### src/rtl/pkt_rx_ctrl.sv
// pkt_rx_ctrl: arms Shift_Buffer, hunts for a sync-qualified frame and hands its 44-bit payload downstream
module pkt_rx_ctrl #(
  parameter int TIMEOUT = 256,
  parameter int TCNT_W  = 16
) (
  input  logic        clk,
  input  logic        rst,
  input  logic        start,
  input  logic        abort,
  input  logic        auto_rearm,
  input  logic [63:0] sb_dout,
  input  logic        sb_pkt_rec,
  output logic        sb_en,
  output logic        sb_rst,
  output logic [43:0] pkt_data,
  output logic        pkt_valid,
  input  logic        pkt_ready,
  output logic        busy,
  output logic        timeout,
  output logic [7:0]  frame_cnt
);
  typedef enum logic [1:0] {IDLE, FLUSH, HUNT, HOLD} state_t;
  state_t state;
  logic [TCNT_W-1:0] tcnt;
  logic expired;
  logic unused_sync;
  assign expired = (TIMEOUT != 0) && (tcnt == TCNT_W'(TIMEOUT - 1));
  assign unused_sync = ^{sb_dout[63:58], sb_dout[36:32], sb_dout[8:0]};
  // Sequencer; every output is registered together with the state it belongs to
  always_ff @(posedge clk or negedge rst) begin
    if (!rst) begin
      state     <= IDLE;
      sb_en     <= 1'b0;
      sb_rst    <= 1'b1;
      pkt_data  <= '0;
      pkt_valid <= 1'b0;
      busy      <= 1'b0;
      timeout   <= 1'b0;
      frame_cnt <= '0;
      tcnt      <= '0;
    end else if (abort) begin
      state     <= IDLE;
      sb_en     <= 1'b0;
      sb_rst    <= 1'b0;
      pkt_valid <= 1'b0;
      busy      <= 1'b0;
    end else begin
      case (state)
        IDLE: begin
          sb_en  <= 1'b0;
          sb_rst <= start;
          if (start) begin
            state   <= FLUSH;
            busy    <= 1'b1;
            timeout <= 1'b0;
          end
        end
        FLUSH: begin
          state  <= HUNT;
          sb_rst <= 1'b0;
          sb_en  <= 1'b1;
          tcnt   <= '0;
        end
        HUNT: begin
          tcnt <= tcnt + TCNT_W'(1);
          if (sb_pkt_rec) begin
            state     <= HOLD;
            sb_en     <= 1'b0;
            pkt_valid <= 1'b1;
            pkt_data  <= {sb_dout[57:37], sb_dout[31:9]};
          end else if (expired) begin
            state   <= IDLE;
            sb_en   <= 1'b0;
            busy    <= 1'b0;
            timeout <= 1'b1;
          end
        end
        HOLD: begin
          if (pkt_valid && pkt_ready) begin
            pkt_valid <= 1'b0;
            frame_cnt <= frame_cnt + 8'd1;
            state     <= auto_rearm ? FLUSH : IDLE;
            sb_rst    <= auto_rearm;
            busy      <= auto_rearm;
          end
        end
        default: state <= IDLE;
      endcase
    end
  end
endmodule
### config.mk
export PLATFORM = sky130hd
export DESIGN_NAME = pkt_rx_ctrl
export DESIGN_NICKNAME = d
export VERILOG_FILES = /design/src/rtl/pkt_rx_ctrl.sv
export SDC_FILE = /design/constraint.sdc
export NUM_CORES = 1
export LEC_CHECK = 0
export ABC_CLOCK_PERIOD_IN_PS = 2000
export CORE_MARGIN = 1.5
export CORE_UTILIZATION = 40
export CTS_CLUSTER_SIZE = 40
export DETAILED_ROUTE_END_ITERATION = 8
export GPL_ROUTABILITY_DRIVEN = 0
export PLACE_DENSITY_LB_ADDON = 0.1
export SLEW_MARGIN = 10
export SYNTH_ARGS = -nofsm -noshare
export SYNTH_HDL_FRONTEND = slang
export SYNTH_SLANG_ARGS = --single-unit
### constraint.sdc
create_clock -name clk -period 2 [get_ports clk]
set_input_delay 0.6 -clock clk [delete_from_list [all_inputs] [get_ports clk]]
set_output_delay 0.6 -clock clk [all_outputs]
set_load 0.02 [all_outputs]
After elaboration in Yosys (flattened, before gate mapping)
Index checks and enable logic that the tools add are counted.
{"block": "classes", "reduce_logical": 17, "bitwise_logic": 1, "n_addsub": 2, "n_mux": 27, "eq_ne": 13}
{"operator": "case mux 16 bit (2 select lines)", "n": 1}
{"operator": "adder 16 x 1 -> 16 bit (second input constant)", "n": 1}
{"operator": "== test 16 x 8 -> 1 bit (second input constant)", "n": 1}
{"operator": "2-to-1 mux 1 bit", "n": 15}
{"operator": "!= test 3 bit (second input constant)", "n": 5}
{"operator": "AND reduction 3 bit", "n": 4}
{"operator": "nonzero test 4 bit", "n": 3}
{"operator": "2-to-1 mux 2 bit", "n": 5}
{"operator": "AND reduction 5 bit", "n": 2}
{"operator": "case mux 1 bit (3 select lines)", "n": 3}
{"operator": "adder 8 x 1 -> 8 bit (second input constant)", "n": 1}
{"operator": "case mux 2 bit (4 select lines)", "n": 1}
{"operator": "!= test 2 bit (second input constant)", "n": 3}
{"operator": "AND reduction 2 bit", "n": 3}
{"operator": "== test 2 bit (second input constant)", "n": 2}
{"operator": "!= test 4 bit (second input constant)", "n": 1}
{"operator": "case mux 1 bit (2 select lines)", "n": 2}
{"operator": "nonzero test 2 bit", "n": 2}
{"operator": "nonzero test 3 bit", "n": 1}
{"operator": "== test 2 x 1 -> 1 bit (second input constant)", "n": 1}
{"operator": "logical NOT 2 bit", "n": 1}
{"operator": "logical AND 1 bit", "n": 1}
{"operator": "inverter 1 bit", "n": 1}
{"block": "word_totals", "inputBits": 71, "reg_bits": 75, "word_cells": 69, "output_inout_bits": 57}

Logic depth before layout (Yosys ltp)
{"block": "depth", "word_depth": 5, "ltp_mapped": 8, "ltp_nobuf": 6}

Worst setup path after synthesis
OpenSTA, ideal clock, no wires.
{"block": "synth_path", "path_type": "flip-flop to flip-flop", "start": "register state[1]", "end": "register tcnt[15]", "synth_period_minus_slack_ns": 1.937, "path_slack_ns": 0.063, "setup_time_ns": 0.078, "required_ns": 1.922, "stages_incl_launch_ff": 7, "arrival_ns": 1.858, "cell_sequence": "dfrtp_1 inv_1 ha_1 nand3b_1 or4_4 or3_1 a21oi_1"}
{"block": "synth_between", "elab_chain_len": 3, "word_cells_on_any_way": 5}
{"item": "from (decl)", "line": "23", "rtl": "state_t state;"}
{"item": "from (signal assigned)", "line": "82", "rtl": "state <= auto_rearm ? FLUSH : IDLE;"}
{"item": "== test 2 bit / == test 2 x 1 -> 1 bit (equally long branches)", "line": "48", "rtl": "case (state)"}
{"item": "nonzero test 2 bit (no line)"}
{"item": "AND reduction 2 bit (no line)"}
{"item": "to (signal assigned)", "line": "65", "rtl": "tcnt <= tcnt + TCNT_W'(1);"}
{"item": "to (decl)", "line": "24", "rtl": "logic [TCNT_W-1:0] tcnt;"}
Several ways; a longest one is shown, not always the timed one.
A chain may end at the register's enable or synchronous reset.

Final worst setup path
{"block": "layout_path", "start": "register state[0]", "end": "register tcnt[11]"}
Same word-level chain as after synthesis.

==> impl_metrics.env <==
export IMPL_dieHeight_um=94.61
export IMPL_numCtsBuffers=9
export IMPL_endpoint="tcnt[11]$_DFFE_PN0P_"
export IMPL_clk_path_buf_depth=2
export IMPL_htreeDepth=3
export IMPL_arrival_ns=2.26
export IMPL_ys_types=39
export IMPL_ir_worst_vdd_v=0.0006994
export IMPL_io_buffers=107
export IMPL_wl_met3_um=404
export IMPL_post_route_period_util_pct=99.13
export IMPL_endpoint_kind="flip-flop"
export IMPL_power_mw=6.435
export IMPL_syn_cell_area_um2=3357
export IMPL_start_util_pct=41.06
export IMPL_power_density_nw_per_um2=1292
export IMPL_die_w_um=94.61
export IMPL_timing_max_cap_violations=0
export IMPL_async_flop_share_pct=100.0
export IMPL_avgSynthCellArea_um2=11.90
export IMPL_grt_setup_unrepaired="false"
export IMPL_ios=128
export IMPL_crit_path_max_fanout=6
export IMPL_syn_inst=282
export IMPL_top_layer="met4"
export IMPL_grt_start_max_net_pins=41
export IMPL_clkLatencyLatePin_ns=0.36
export IMPL_grt_usage_pct=17.27
export IMPL_dr_pass1_iters=4
export IMPL_drtAntennaViolNets=0
export IMPL_nets=494
export IMPL_post_synth_top_area_cell="dfrtp_1"
export IMPL_clk_pin_slew_worst_paths_ns=0.08
export IMPL_synth_top_family_by_area="multiplexers"
export IMPL_slew_limit_headroom_pct=69.04
export IMPL_dieArea_um2=8951
export IMPL_drtIter0Drc=84
export IMPL_synth_top_area_share_pct=55.16
export IMPL_synthTopCellsByCount="74 x dfrtp_1, 45 x mux2_2, 17 x nand2_1, 16 x a21oi_1"
export IMPL_grt_pass1_vias=2546
export IMPL_drt_total_wl_um=7450
export IMPL_r2r_end="tcnt[11]$_DFFE_PN0P_"
export IMPL_critPathKind="flip-flop to flip-flop"
export IMPL_post_route_drc_count=0
export IMPL_p_leak_nw=2.265
export IMPL_synthXorXnorAreaFrac_pct=3.392
export IMPL_vias=2621
export IMPL_avgRoutedWirePerCell_um=14.16
export IMPL_min_period_ns=1.983
export IMPL_diodes=0
export IMPL_drv_slew=0
export IMPL_clock_fmax_mhz=504.4
export IMPL_synth_most_common_cell="dfrtp_1"
export IMPL_synth_compound_area_share_pct=7.007
export IMPL_reg2reg_depth=6
export IMPL_area_delta_synth_final_pct=48.34
export IMPL_hp_class="primary input to asynchronous set/reset pin"
export IMPL_core_area_um2=8175
export IMPL_finClkSkew_ns=0.009835
export IMPL_reg2reg_from="state[0]$_DFFE_PN0P_"
export IMPL_hpwl_um=5452
export IMPL_hold_viol_final=0
export IMPL_cts_tree="done"
export IMPL_start_kind="flip-flop"
export IMPL_synth_mux_area_share_pct=15.69
export IMPL_rows=33
export IMPL_synth_adder_area_share_pct=2.609
export IMPL_ys_top_cells_by_area="dfrtp_1 55%, mux2_2 15%, xnor2_1 2.9%"
export IMPL_worstPathRequired_ns=2.27
export IMPL_cts_num_sinks=75
export IMPL_ys_warn_count=0
export IMPL_antenna_found_initial=0
export IMPL_syn_nets=360
export IMPL_globalRouteOverflowTotal=0
export IMPL_crit_start="state[0]$_DFFE_PN0P_"
export IMPL_ys_seq_elements=75
export IMPL_routed_wl_met2_um=3631
export IMPL_ys_flop_type="dfrtp_1"
export IMPL_rrSetupSlack_ns=0.02
export IMPL_drive_above_1_share_pct=23.28
export IMPL_vias_per_cell=4.983
export IMPL_setup_ws_ns=0.01741
export IMPL_fillers=672
export IMPL_grt_pass1_wl_um=11830
export IMPL_clockRootBuffer="clkbuf_8"
export IMPL_dp_cells=509
export IMPL_stdcell_count=526
export IMPL_preCtsSetupSlack_ns=-0.3715
export IMPL_post_synth_and_or_nand_nor_area_fraction_pct=13.05
export IMPL_tightest_slew_ns=0.4645
export IMPL_status="completed"
export IMPL_setup_tns_ns=0
export IMPL_setup_violations=0
export IMPL_yosysSeqAreaShare_pct=55.94
export IMPL_wl_met1_um=3296
export IMPL_post_route_util_pct=60.91
export IMPL_synth_edf_count=0
==> how the worst min path moves through the flow <==
stage	slack (ns)	cells after the start	startpoint	to
final	0.19	1	rst	frame_cnt[5]$_DFFE_PN0P_
after floorplan	0.30	0	rst	busy$_DFFE_PN0P_
after CTS	0.20	1	rst	frame_cnt[5]$_DFFE_PN0P_
after global routing	0.21	1	rst	frame_cnt[5]$_DFFE_PN0P_
after global placement	0.46	1	frame_cnt[7]$_DFFE_PN0P_	frame_cnt[7]$_DFFE_PN0P_
after detailed placement	0.47	1	frame_cnt[7]$_DFFE_PN0P_	frame_cnt[7]$_DFFE_PN0P_
==> placed cells by master, fill, tap and decap left out, types with 2 or more instances in the layout <==
cell | netlist | routed
clkdlybuf4s50_1 | 0 | 96
dfrtp_1 | 74 | 74
mux2_2 | 45 | 45
buf_4 | 0 | 27
nand2_1 | 17 | 17
a21oi_1 | 16 | 16
nor2_1 | 14 | 14
o21ai_0 | 14 | 14
xnor2_1 | 11 | 11
clkbuf_8 | 0 | 10
nor4_1 | 8 | 8
nor3_1 | 7 | 7
nand3_1 | 7 | 7
ha_1 | 7 | 7
inv_1 | 7 | 6
nand2b_1 | 6 | 6
or3_1 | 5 | 5
dlymetal6s2s_1 | 0 | 5
dlygate4sd2_1 | 0 | 5
nand4_1 | 4 | 4
and4_1 | 3 | 3
a41oi_1 | 3 | 3
nand3b_1 | 2 | 2
mux2i_1 | 2 | 2
or2_2 | 2 | 2
xor2_1 | 2 | 2
inv_6 | 0 | 2
clkinv_4 | 0 | 2
bufinv_16 | 0 | 2
buf_12 | 0 | 2
==> per-stage QoR <==
step | cell area [um^2] | hold slack [ns]
4_1_cts | 4960 | 0.1968
5_1_grt | 4980 | 0.2082
3_3_place_gp | 4733 | 0.4624
2_1_floorplan | 3357 | 0.3044
3_5_place_dp | 4733 | 0.4656
6_report | 4980 | 0.1949
==> state kept, by name (all words and copies together) (netlist names) <==
signal,flops
pkt_data,44
tcnt,16
frame_cnt,8
state,2
busy,1
pkt_valid,1
sb_en,1
sb_rst,1
timeout,1
==> routing by layer <==
layer / GRT usage [%] / up-vias
met4: 7.463 / 0
met5: 0 / -
met2: 28.21 / 69
met1: 21.66 / 1266
met3: 4.267 / 9
li1: - / 1277
==> layout make-up <==
cell class,instances,area (um^2),area share [%]
clock buffers,10,137.6,2.764
multi-input cells,188,1401,28.14
clock inverters,6,95.09,1.910
repair buffers,135,1310,26.31
well taps,105,131.4,2.638
flip-flops and latches,75,1878,37.71
inverters,7,26.28,0.5276
==> cells by family (layout without fill, tap and decap cells) <==
| logic type | Yosys count | in the layout |
|---|---|---|
| fa+ha+maj | 7 | 7 |
| flops | 75 | 75 |
| buf+inv | 19 | 158 |
| xor+xnor | 13 | 13 |
| compound gates | 40 | 40 |
| mux | 47 | 47 |
| simple gates | 81 | 81 |
==> worst max-delay path, stage by stage, from the launching register on <==
cell,delay [ns]
dfrtp_1,0.37
inv_2,0.07
ha_1,0.30
nand3b_1,0.10
or4_4,0.56
or3_1,0.34
a21oi_1,0.18
==> report_power, final <==
| group | switching, mW | internal [mW] | total [mW] |
|---|---|---|---|
| sequential | 0.249 | 2.02 | 2.27 |
| combinational | 1.34 | 1.48 | 2.82 |
| clock | 0.597 | 0.750 | 1.35 |
==> repair_timing <==
action / 4_1_cts / 5_1_grt
endpoints found under the hold margin: 0 / 0
pin swaps: 0 / 4
resized for setup: 5 / 6
endpoints found under the setup margin: 5 / 6
setup buffers: 0 / 1
hold buffers: 0 / 0
Power figures use the tool's default switching activity.
